==> config.mk <==
export PLATFORM = sky130hd
export DESIGN_NAME = sub_bytes_pipe
export DESIGN_NICKNAME = d
export VERILOG_FILES = /design/src/rtl/sub_bytes_pipe.sv
export SDC_FILE = /design/constraint.sdc
export NUM_CORES = 1
export LEC_CHECK = 0
export BUFFER_PORTS_ARGS = -buffer_cell sky130_fd_sc_hd__buf_4
export CORE_AREA = 3 3 154 156
export CTS_CLUSTER_DIAMETER = 60
export DETAILED_ROUTE_END_ITERATION = 12
export DIE_AREA = 0 0 157 159
export GPL_TIMING_DRIVEN = 0
export PLACE_DENSITY = 0.78
export SLEW_MARGIN = 10
export SYNTH_ARGS = -nofsm -noshare
export SYNTH_HDL_FRONTEND = slang
export SYNTH_SLANG_ARGS = --single-unit
==> constraint.sdc <==
create_clock -name clk -period 3.2 [get_ports clk]
set_clock_uncertainty 0.2 [all_clocks]
set_input_delay 0.64 -clock clk [delete_from_list [all_inputs] [get_ports clk]]
set_output_delay 0.64 -clock clk [all_outputs]
set_load 0.01 [all_outputs]
==> src/rtl/sub_bytes_pipe.sv <==
// Multi-lane pipelined AES SubBytes over a GF((2^4)^2) tower field.
// Define SBOX_INV_EN to add the in_inv port and per-beat InvSubBytes.
module sub_bytes_pipe #(
  parameter int LANES       = 4,
  parameter int PIPE_STAGES = 2
) (
  input  logic               clk,
  input  logic               rst,
  input  logic               flush,
  input  logic               in_valid,
  output logic               in_ready,
  input  logic [8*LANES-1:0] in_data,
`ifdef SBOX_INV_EN
  input  logic               in_inv,
`endif
  output logic               out_valid,
  input  logic               out_ready,
  output logic [8*LANES-1:0] out_data,
  output logic               busy
);

  localparam int W  = 8 * LANES;
  localparam int XW = 12 * LANES;
  localparam int P  = PIPE_STAGES;

  if (P < 1 || P > 3) begin : g_bad_stages
    $error("sub_bytes_pipe: PIPE_STAGES must be 1..3");
  end

  function automatic logic [7:0] gmul8(input logic [7:0] a,
                                       input logic [7:0] b);
    logic [7:0] p, x;
    p = '0;
    x = a;
    for (int i = 0; i < 8; i++) begin
      if (b[i]) p = p ^ x;
      x = {x[6:0], 1'b0} ^ (x[7] ? 8'h1b : 8'h00);
    end
    return p;
  endfunction

  function automatic logic [3:0] gmul4(input logic [3:0] a,
                                       input logic [3:0] b);
    logic [3:0] p, x;
    p = '0;
    x = a;
    for (int i = 0; i < 4; i++) begin
      if (b[i]) p = p ^ x;
      x = {x[2:0], 1'b0} ^ (x[3] ? 4'h3 : 4'h0);
    end
    return p;
  endfunction

  // a^14 == a^-1 in GF(16), and maps 0 to 0
  function automatic logic [3:0] gf4_inv(input logic [3:0] a);
    logic [3:0] a2, a4, a8;
    a2 = gmul4(a, a);
    a4 = gmul4(a2, a2);
    a8 = gmul4(a4, a4);
    return gmul4(gmul4(a8, a4), a2);
  endfunction

  function automatic logic [7:0] lin(input logic [7:0]  x,
                                     input logic [63:0] m);
    logic [7:0] r;
    r = '0;
    for (int i = 0; i < 8; i++)
      if (x[i]) r = r ^ m[8*i +: 8];
    return r;
  endfunction

  function automatic logic [3:0] find_lambda();
    logic [3:0] l;
    logic       ok, hit;
    l   = '0;
    hit = 1'b0;
    for (int c = 1; c < 16; c++) begin
      ok = 1'b1;
      for (int t = 0; t < 16; t++)
        if ((gmul4(4'(t), 4'(t)) ^ 4'(t)) == 4'(c)) ok = 1'b0;
      if (ok && !hit) begin
        l   = 4'(c);
        hit = 1'b1;
      end
    end
    return l;
  endfunction

  // Columns: images in the AES field of the composite basis x^i, x^i*y
  function automatic logic [63:0] find_bmat(input logic [3:0] lam);
    logic [3:0][7:0] p;
    logic [7:0]      a, b, li, x;
    logic [63:0]     m;
    logic            ha, hb;
    a  = '0;
    ha = 1'b0;
    for (int c = 2; c < 256; c++) begin
      x = 8'(c);
      if (!ha && (gmul8(gmul8(x, x), gmul8(x, x)) ^ x) == 8'h01) begin
        a  = x;
        ha = 1'b1;
      end
    end
    p[0] = 8'h01;
    p[1] = a;
    p[2] = gmul8(a, a);
    p[3] = gmul8(p[2], a);
    li = '0;
    for (int i = 0; i < 4; i++)
      if (lam[i]) li = li ^ p[i];
    b  = '0;
    hb = 1'b0;
    for (int c = 0; c < 256; c++) begin
      x = 8'(c);
      if (!hb && (gmul8(x, x) ^ x) == li) begin
        b  = x;
        hb = 1'b1;
      end
    end
    m = '0;
    for (int i = 0; i < 4; i++) begin
      m[8*i +: 8]     = p[i];
      m[8*i+32 +: 8]  = gmul8(p[i], b);
    end
    return m;
  endfunction

  function automatic logic [63:0] find_fmat(input logic [63:0] m);
    logic [63:0] f;
    f = '0;
    for (int i = 0; i < 8; i++)
      for (int c = 0; c < 256; c++)
        if (lin(8'(c), m) == (8'h01 << i)) f[8*i +: 8] = 8'(c);
    return f;
  endfunction

  localparam logic [3:0]  LAMBDA = find_lambda();
  localparam logic [63:0] BMAT   = find_bmat(LAMBDA);
  localparam logic [63:0] FMAT   = find_fmat(BMAT);

  function automatic logic [7:0] aff(input logic [7:0] b);
    return b ^ {b[6:0], b[7]} ^ {b[5:0], b[7:6]} ^
           {b[4:0], b[7:5]} ^ {b[3:0], b[7:4]} ^ 8'h63;
  endfunction

  function automatic logic [7:0] inv_aff(input logic [7:0] s);
    return {s[6:0], s[7]} ^ {s[4:0], s[7:5]} ^
           {s[1:0], s[7:2]} ^ 8'h05;
  endfunction

  // {d, ah, al}: norm to invert plus the two halves for the output mul
  function automatic logic [11:0] f_mulx(input logic [7:0] b,
                                         input logic       inv);
    logic [7:0] m;
    logic [3:0] h, l, d;
    m = lin(inv ? inv_aff(b) : b, FMAT);
    h = m[7:4];
    l = m[3:0];
    d = gmul4(gmul4(h, h), LAMBDA) ^ gmul4(h, l) ^ gmul4(l, l);
    return {d, h, l};
  endfunction

  function automatic logic [11:0] f_inv(input logic [11:0] x);
    return {gf4_inv(x[11:8]), x[7:0]};
  endfunction

  function automatic logic [7:0] f_out(input logic [11:0] y,
                                       input logic        inv);
    logic [7:0] r;
    r = lin({gmul4(y[7:4], y[11:8]),
             gmul4(y[7:4] ^ y[3:0], y[11:8])}, BMAT);
    return inv ? r : aff(r);
  endfunction

  logic [P-1:0]  v, en, ld, iv;
  logic          take, in_inv_w;
  logic [XW-1:0] mx, yin;
  logic [W-1:0]  oin, od;

  always_comb begin
    en      = '0;
    en[P-1] = !v[P-1] || out_ready;
    for (int k = P - 2; k >= 0; k--)
      en[k] = !v[k] || en[k+1];
  end

  assign in_ready  = !rst && !flush && en[0];
  assign take      = in_valid && in_ready;
  assign out_valid = v[P-1];
  assign busy      = |v;
  assign out_data  = od;

  always_comb begin
    ld    = '0;
    ld[0] = take;
    for (int k = 1; k < P; k++)
      ld[k] = en[k] && v[k-1];
  end

  always_ff @(posedge clk or posedge rst) begin
    if (rst) begin
      v <= '0;
    end else if (flush) begin
      v <= '0;
    end else begin
      if (en[0]) v[0] <= take;
      for (int k = 1; k < P; k++)
        if (en[k]) v[k] <= v[k-1];
    end
  end

`ifdef SBOX_INV_EN
  assign in_inv_w = in_inv;
  always_ff @(posedge clk or posedge rst) begin
    if (rst) begin
      iv <= '0;
    end else begin
      if (ld[0]) iv[0] <= in_inv;
      for (int k = 1; k < P; k++)
        if (ld[k]) iv[k] <= iv[k-1];
    end
  end
`else
  assign in_inv_w = 1'b0;
  assign iv       = '0;
`endif

  always_comb begin
    mx = '0;
    for (int l = 0; l < LANES; l++)
      mx[12*l +: 12] = f_mulx(in_data[8*l +: 8], in_inv_w);
  end

  if (P == 3) begin : g_p3
    logic [XW-1:0] xr, yr;
    always_ff @(posedge clk or posedge rst) begin
      if (rst) begin
        xr <= '0;
        yr <= '0;
      end else begin
        if (ld[0]) xr <= mx;
        if (ld[1]) yr <= yin;
      end
    end
    always_comb begin
      yin = '0;
      oin = '0;
      for (int l = 0; l < LANES; l++) begin
        yin[12*l +: 12] = f_inv(xr[12*l +: 12]);
        oin[8*l +: 8]   = f_out(yr[12*l +: 12], iv[1]);
      end
    end
  end else if (P == 2) begin : g_p2
    logic [XW-1:0] yr;
    always_ff @(posedge clk or posedge rst) begin
      if (rst)        yr <= '0;
      else if (ld[0]) yr <= yin;
    end
    always_comb begin
      yin = '0;
      oin = '0;
      for (int l = 0; l < LANES; l++) begin
        yin[12*l +: 12] = f_inv(mx[12*l +: 12]);
        oin[8*l +: 8]   = f_out(yr[12*l +: 12], iv[0]);
      end
    end
  end else begin : g_p1
    always_comb begin
      yin = '0;
      oin = '0;
      for (int l = 0; l < LANES; l++) begin
        yin[12*l +: 12] = f_inv(mx[12*l +: 12]);
        oin[8*l +: 8]   = f_out(yin[12*l +: 12], in_inv_w);
      end
    end
  end

  always_ff @(posedge clk or posedge rst) begin
    if (rst)          od <= '0;
    else if (ld[P-1]) od <= oin;
  end

endmodule

# After elaboration in Yosys (flattened, before gate mapping)
# Index checks and enable logic that the tools add are counted.
word_totals:
  regBits: 82
  latchBits: 0
  mem_bits_rw: 0
  rom_bits: 0
  input_bits: 37
  out_inout_bits: 35
  word_cells: 692
  n_memories: 0
op_classes:
  n_addsub: 0
  multipliers: 0
  n_div: 0
  magnitude_cmp: 0
  n_eq_ne: 0
  n_shift: 0
  mux: 347
  bitwise_logic: 328
  reduce_logical: 13
op_table:
  columns: ["cell", "count"]
  rows:
  - ["two-way mux 4 bit", 160]
  - ["XOR 4 bit", 132]
  - ["XOR 4 x 2 -> 4 bit", 120]
  - ["two-way mux 2 bit", 125]
  - ["two-way mux 8 bit", 24]
  - ["XOR 8 bit", 16]
  - ["two-way mux 7 bit", 16]
  - ["two-way mux 6 bit", 12]
  - ["inverter 3 bit", 20]
  - ["inverter 4 bit", 12]
  - ["inverter 6 bit", 4]
  - ["inverter 4 -> 5 bit", 4]
  - ["inverter 5 bit", 4]
  - ["inverter 4 bit (first input constant)", 4]
  - ["two-way mux 1 bit", 10]
  - ["inverter 2 bit", 4]
  - ["logical AND 1 bit", 4]
  - ["logical NOT 1 bit", 4]
  - ["inverter 1 bit", 4]
  - ["inverter 1 bit (first input constant)", 4]
  - ["nonzero test 2 bit", 2]
  - ["logical OR 1 bit", 2]
  - ["OR reduction 2 bit", 1]

# Depth between registers and ports, before layout
depth:
  ltp_word: 70
  mapped_depth: 29
  depth_no_buf: 25

# Worst setup path after synthesis
# Ideal clock, no wire load.
synth_path:
  path_kind: "input to register"
  start: "input in_data[18]"
  end: "register g_p2.yr[33]"
  setup_time_ns: 0.129
  t_arrival_ns: 6.607
  slack_ns: -3.735
  stages: 27
  path_buffers: 4
  path_cell_list: "clkbuf_1 > xor2_1 > xnor2_1 > inv_1 > ha_1 > xnor2_1 > xnor2_1 > xnor3_1 > xor2_1 > clkbuf_1 > buf_1 > ha_1 > clkbuf_1 > inv_1 > a21oi_1 > o21a_1 > xnor2_1 > xnor2_1 > ha_1 > inv_1 > a32o_1 > o31a_1 > a211oi_2 > o221ai_1 > a221oi_2 > xnor2_1 > o21ai_1"
synth_via:
  elab_chain_cells: 57
  elab_cells_between_ends: 114
  cone_classes: "59 x mux; 55 x bitwise"
synth_rtl:
  columns: ["element", "line_no", "source"]
  rows:
  - ["start, declared", "12", "input logic [8*LANES-1:0] in_data,"]
  - ["two-way mux 7 bit (*)", "68", "if (x[i]) r = r ^ m[8*i +: 8];"]
  - ["inverter 3 bit (no line)", null, null]
  - ["two-way mux 7 bit (*)", "68", null]
  - ["inverter 4 -> 5 bit (no line)", null, null]
  - ["two-way mux 8 bit (*)", "68", null]
  - ["inverter 5 bit (no line)", null, null]
  - ["two-way mux 8 bit (*)", "68", null]
  - ["XOR 4 x 2 -> 4 bit or two-way mux 4 bit (tied branches)", "49, 48", null]
  - ["[41 not listed]", null, null]
  - ["two-way mux 4 bit or two-way mux 2 bit (tied branches)", "48, 49", null]
  - ["two-way mux 4 bit or XOR 4 x 2 -> 4 bit (tied branches)", "48, 49", null]
  - ["XOR 4 bit or two-way mux 2 bit (tied branches)", "48, 49", null]
  - ["two-way mux 4 bit or XOR 4 x 2 -> 4 bit (tied branches)", "48, 49", null]
  - ["XOR 4 bit", "48", "if (b[i]) p = p ^ x;"]
  - ["two-way mux 4 bit", "48", null]
  - ["XOR 4 bit", "48", null]
  - ["two-way mux 4 bit (*)", "48", null]
  - ["end signal, assigned", "257", "else if (ld[0]) yr <= yin;"]
  - ["end, declared", "254", "logic [XW-1:0] yr;"]
# Every way passes the cells marked *; elsewhere a longest branch is shown, timed or not.
# A chain may end at the register's enable or synchronous reset.

# Worst setup path in the final report
layout_path:
  start: "input in_data[20]"
  end: "register g_p2.yr[33]"
layout_via:
  elab_cells_between_ends: 110
  cone_classes: "57 x mux; 53 x bitwise"
layout_lines:
  columns: ["element", "line_no", "source"]
  rows:
  - ["two-way mux 6 bit (*)", "68", null]
  - ["two-way mux 8 bit (*)", "68", null]
  - ["two-way mux 6 bit (*)", "68", null]
  - ["two-way mux 8 bit (*)", "68", null]
  - ["net mx[27]", "177", "logic [XW-1:0] mx, yin;"]
  - ["two-way mux 2 bit", "49", "x = {x[2:0], 1'b0} ^ (x[3] ? 4'h3 : 4'h0);"]
  - ["XOR 4 x 2 -> 4 bit", "49", null]
  - ["XOR 4 bit", "48", null]
  - ["[35 not listed]", null, null]
  - ["two-way mux 4 bit or two-way mux 2 bit (tied branches)", "48, 49", null]
  - ["two-way mux 4 bit or XOR 4 x 2 -> 4 bit (tied branches)", "48, 49", null]
  - ["XOR 4 bit", "48", null]
  - ["two-way mux 4 bit", "48", null]
  - ["XOR 4 bit", "48", null]
  - ["two-way mux 4 bit", "48", null]
  - ["XOR 4 bit", "48", null]
  - ["two-way mux 4 bit (*)", "48", null]
# Mark *: on every way through the listed nets, which the timed path passes. The rest lies on a longest branch.

==> impl_metrics.yaml <==
hold_path:
  timing.hold.worst.class: "in2async"
global_route:
  grt_antenna_before_repair: 0
  grt_start_max_net_pins: 53
  global_route.peak_usage_layer: "met2"
  met1_routing_resource_usage_after_global_routing: 0.386
  globalRouteMet3Util: 0.0329
  grt_met2_usage: 0.466
  track_usage: 0.278
  global_route.overflow_total: 0
  grt_pass1_wl_um: 59100
  first_global_vias: 12100
setup_path:
  cp_common_cell: "buf_4"
  critPathArrivalTime_ns: 5.69
  startpoint_type: "input pin"
  crit_path_max_fanout: 10
  r2r.worst_path.cells: 6
  delay_of_the_slowest_cell_on_the_worst_path_ns: 0.42
  endpoint_kind: "register"
  crit_path_max_delay_cell_type: "a211oi_4"
  setup.worst_path.class: "in2reg"
  worst-path-stages: 26
  cp_data_required_time_ns: 3.21
  worst_path_dominant_cell_family: "compound AO/OA/AOI/OAI gates"
  crit_buf_inv: 6
clock_network:
  worst_skew_pair_latency_ns: 0.35
  cts_buffer_depth: 2
  clock_tree.htree_level_count: 3
  cts.sinks: 82
  path_clk_slew_ns: 0.06
  cts.root.buffer_cell: "clkbuf_16"
  ctsHoldBuffers: 0
  tritoncts_clock_tree: "built"
  cts_inserted_buffers: 9
synth:
  ys.warnings.count: 0
  syn_avg_cell_area_um2: 7.57
  syn-instance-count: 1616
  synth_top_flop_cell: "dfrtp_1"
  ys_seq_area_frac: 0.168
  netlist_area_um2: 12200
  yosys_cell_types: 87
  postSynthRegisterBits: 82
  syn_nets: 1670
  synth-edff-count: 0
  synthArstFlopShare: 1.00
floorplanning:
  initial_utilization: 0.544
  boundary_pin_count: 72
  coreArea_um2: 22500
  placement_rows: 55
  die_area_um2: 25000
  die_width_um: 157
  chipHeight_um: 159
layout:
  area_delta_synth_final_pct: 34.3
  nets: 1874
  antenna-diode-count: 0
  fillCellCount: 1577
  final_cell_area_um2: 16400
  drive_gt1_frac: 0.276
sta:
  drv_slew: 0
  layout_setup_ws_ns: -2.48
  fin_crit_sh: 1.77
  finalCriticalPeriod_ns: 5.68
  hold_violation_total_from_the_final_report: 0
  transition_time_at_the_pin_with_the_least_slew_margin_ns: 0.859
  achievable-frequency_mhz: 176
  grt_setup_unrepaired: "true"
  maxSlewHeadroom: 0.427
  setup-violations-final: 16
place:
  dp_hpwl_um: 24000
  io_buffers: 60
  place.gp.congestion: 0.933
  place_area_um2: 13900
drt:
  postRouteWirelength_um: 37000
  via_per_inst: 6.20
  drtPass1Iterations: 6
  avgRoutedWirePerCell_um: 17.6
  dr.first_iter.drc_count: 1232
  drc: 0
  antenna_violating_nets_post_route: 0
  vias: 13100
status:
  violations: "negative setup slack"
  status: "finished, violations left"
job:
  maxCapViolations: 0
placed cells by master, fill, tap and decap left out, types with 16 or more instances in the layout:
master	synthesis	routed
a211oi_1	25	18
a21oi_1	86	80
a22oi_1	19	18
buf_4	3	184
buf_6	1	22
clkbuf_1	87	61
dfrtp_1	82	82
inv_1	34	24
mux2_2	40	36
mux2i_1	31	25
nand2_1	222	216
nand2b_1	21	20
nand3_1	45	44
nor2_1	98	88
nor2b_1	18	18
nor3_1	40	33
o21ai_0	135	114
o21ai_1	2	21
o22ai_1	17	16
xnor2_1	208	167
xnor2_2	7	23
xnor2_4	0	25
xnor3_1	18	16
xor2_1	102	86
logic make-up after synthesis:
logic type / count (synthesis) / synth area share
AND/OR/NAND/NOR: 519 / 0.194
AO/OA/AOI/OAI: 422 / 0.225
XOR/XNOR: 343 / 0.278
buffers and inverters: 159 / 0.0522
flip-flops: 82 / 0.168
multiplexers: 72 / 0.0640
adder cells (fa/ha/maj): 19 / 0.0190
worst paths after layout:
check | startpoint | endpoint | slack [ns]
worst min-delay path | rst | v[1] | 0.11
max in group asynchronous | rst | out_data[27] | 2.08
worst min register to register | out_data[23] | out_data[23] | 0.28
worst max-delay path | in_data[20] | g_p2.yr[33] | -2.48
worst max register to register | v[1] | g_p2.yr[7] | 0.14
min in group clk | flush | v[1] | 0.26
stage by stage:
step                setup TNS [ns]  instances  utilization  hold slack, ns  setup WS (ns)
detailed placement          -52.88       1962        0.617           0.271          -3.62
finish                      -33.49       2110        0.730           0.112          -2.48
CTS                         -32.51       2082        0.699           0.118          -2.41
floorplan                   -38.34       1616            -           0.269          -2.71
global route                -36.76       2110        0.730           0.146          -2.71
global placement           -108.54       1961        0.615           0.262          -3.58
state kept, by name, indices dropped and copies added (netlist names):
signal,cells
g_p2.yr,48
out_data,32
v,2
layer usage:
metal	part of all wire	up-vias
met5	0	-
met4	0.026	0
met3	0.064	98
met2	0.48	590
met1	0.42	6298
li1	-	6106
cells in the mapped netlist, types with 18 or more instances:
master	count	area [µm²]
nand2_1	222	833
xnor2_1	208	1820
o21ai_0	135	676
xor2_1	102	893
nor2_1	98	368
clkbuf_1	87	327
a21oi_1	86	430
dfrtp_1	82	2050
nand3_1	45	225
mux2_2	40	450
nor3_1	40	200
inv_1	34	128
mux2i_1	31	310
a211oi_1	25	188
nand2b_1	21	131
a22oi_1	19	143
buf_2	19	95.1
nor2b_1	18	113
xnor3_1	18	405
final cells by class:
| type | instances | area (µm²) | area share |
|---|---|---|---|
| Multi-Input combinational cell | 1376 | 11100 | 0.675 |
| Buffer | 108 | 764 | 0.0465 |
| Tap cell | 285 | 357 | 0.0217 |
| Clock inverter | 3 | 23.8 | 0.00145 |
| Sequential cell | 82 | 2050 | 0.125 |
| Timing Repair Buffer | 203 | 1690 | 0.103 |
| Clock buffer | 13 | 250 | 0.0152 |
| Inverter | 40 | 198 | 0.0120 |
timing repair:
item | in CTS | in global routing
cloned | 1 | 0
setup buffers | 109 | 34
pin swaps | 102 | 68
setup endpoints to repair | 19 | 23
gates resized for setup | 161 | 80
worst register-to-register path: stages, from the launching register on:
cell and delay [ns]:
dfrtp_1 0.40, nor2b_1 0.30, a211oi_1 0.14, nand2_1 0.21
clkbuf_1 0.56, clkbuf_1 0.72, mux2_2 0.42
Power is left out: the tool's default activity adds up to more than one toggle a clock period on the data nets, which glitch-free logic cannot reach.
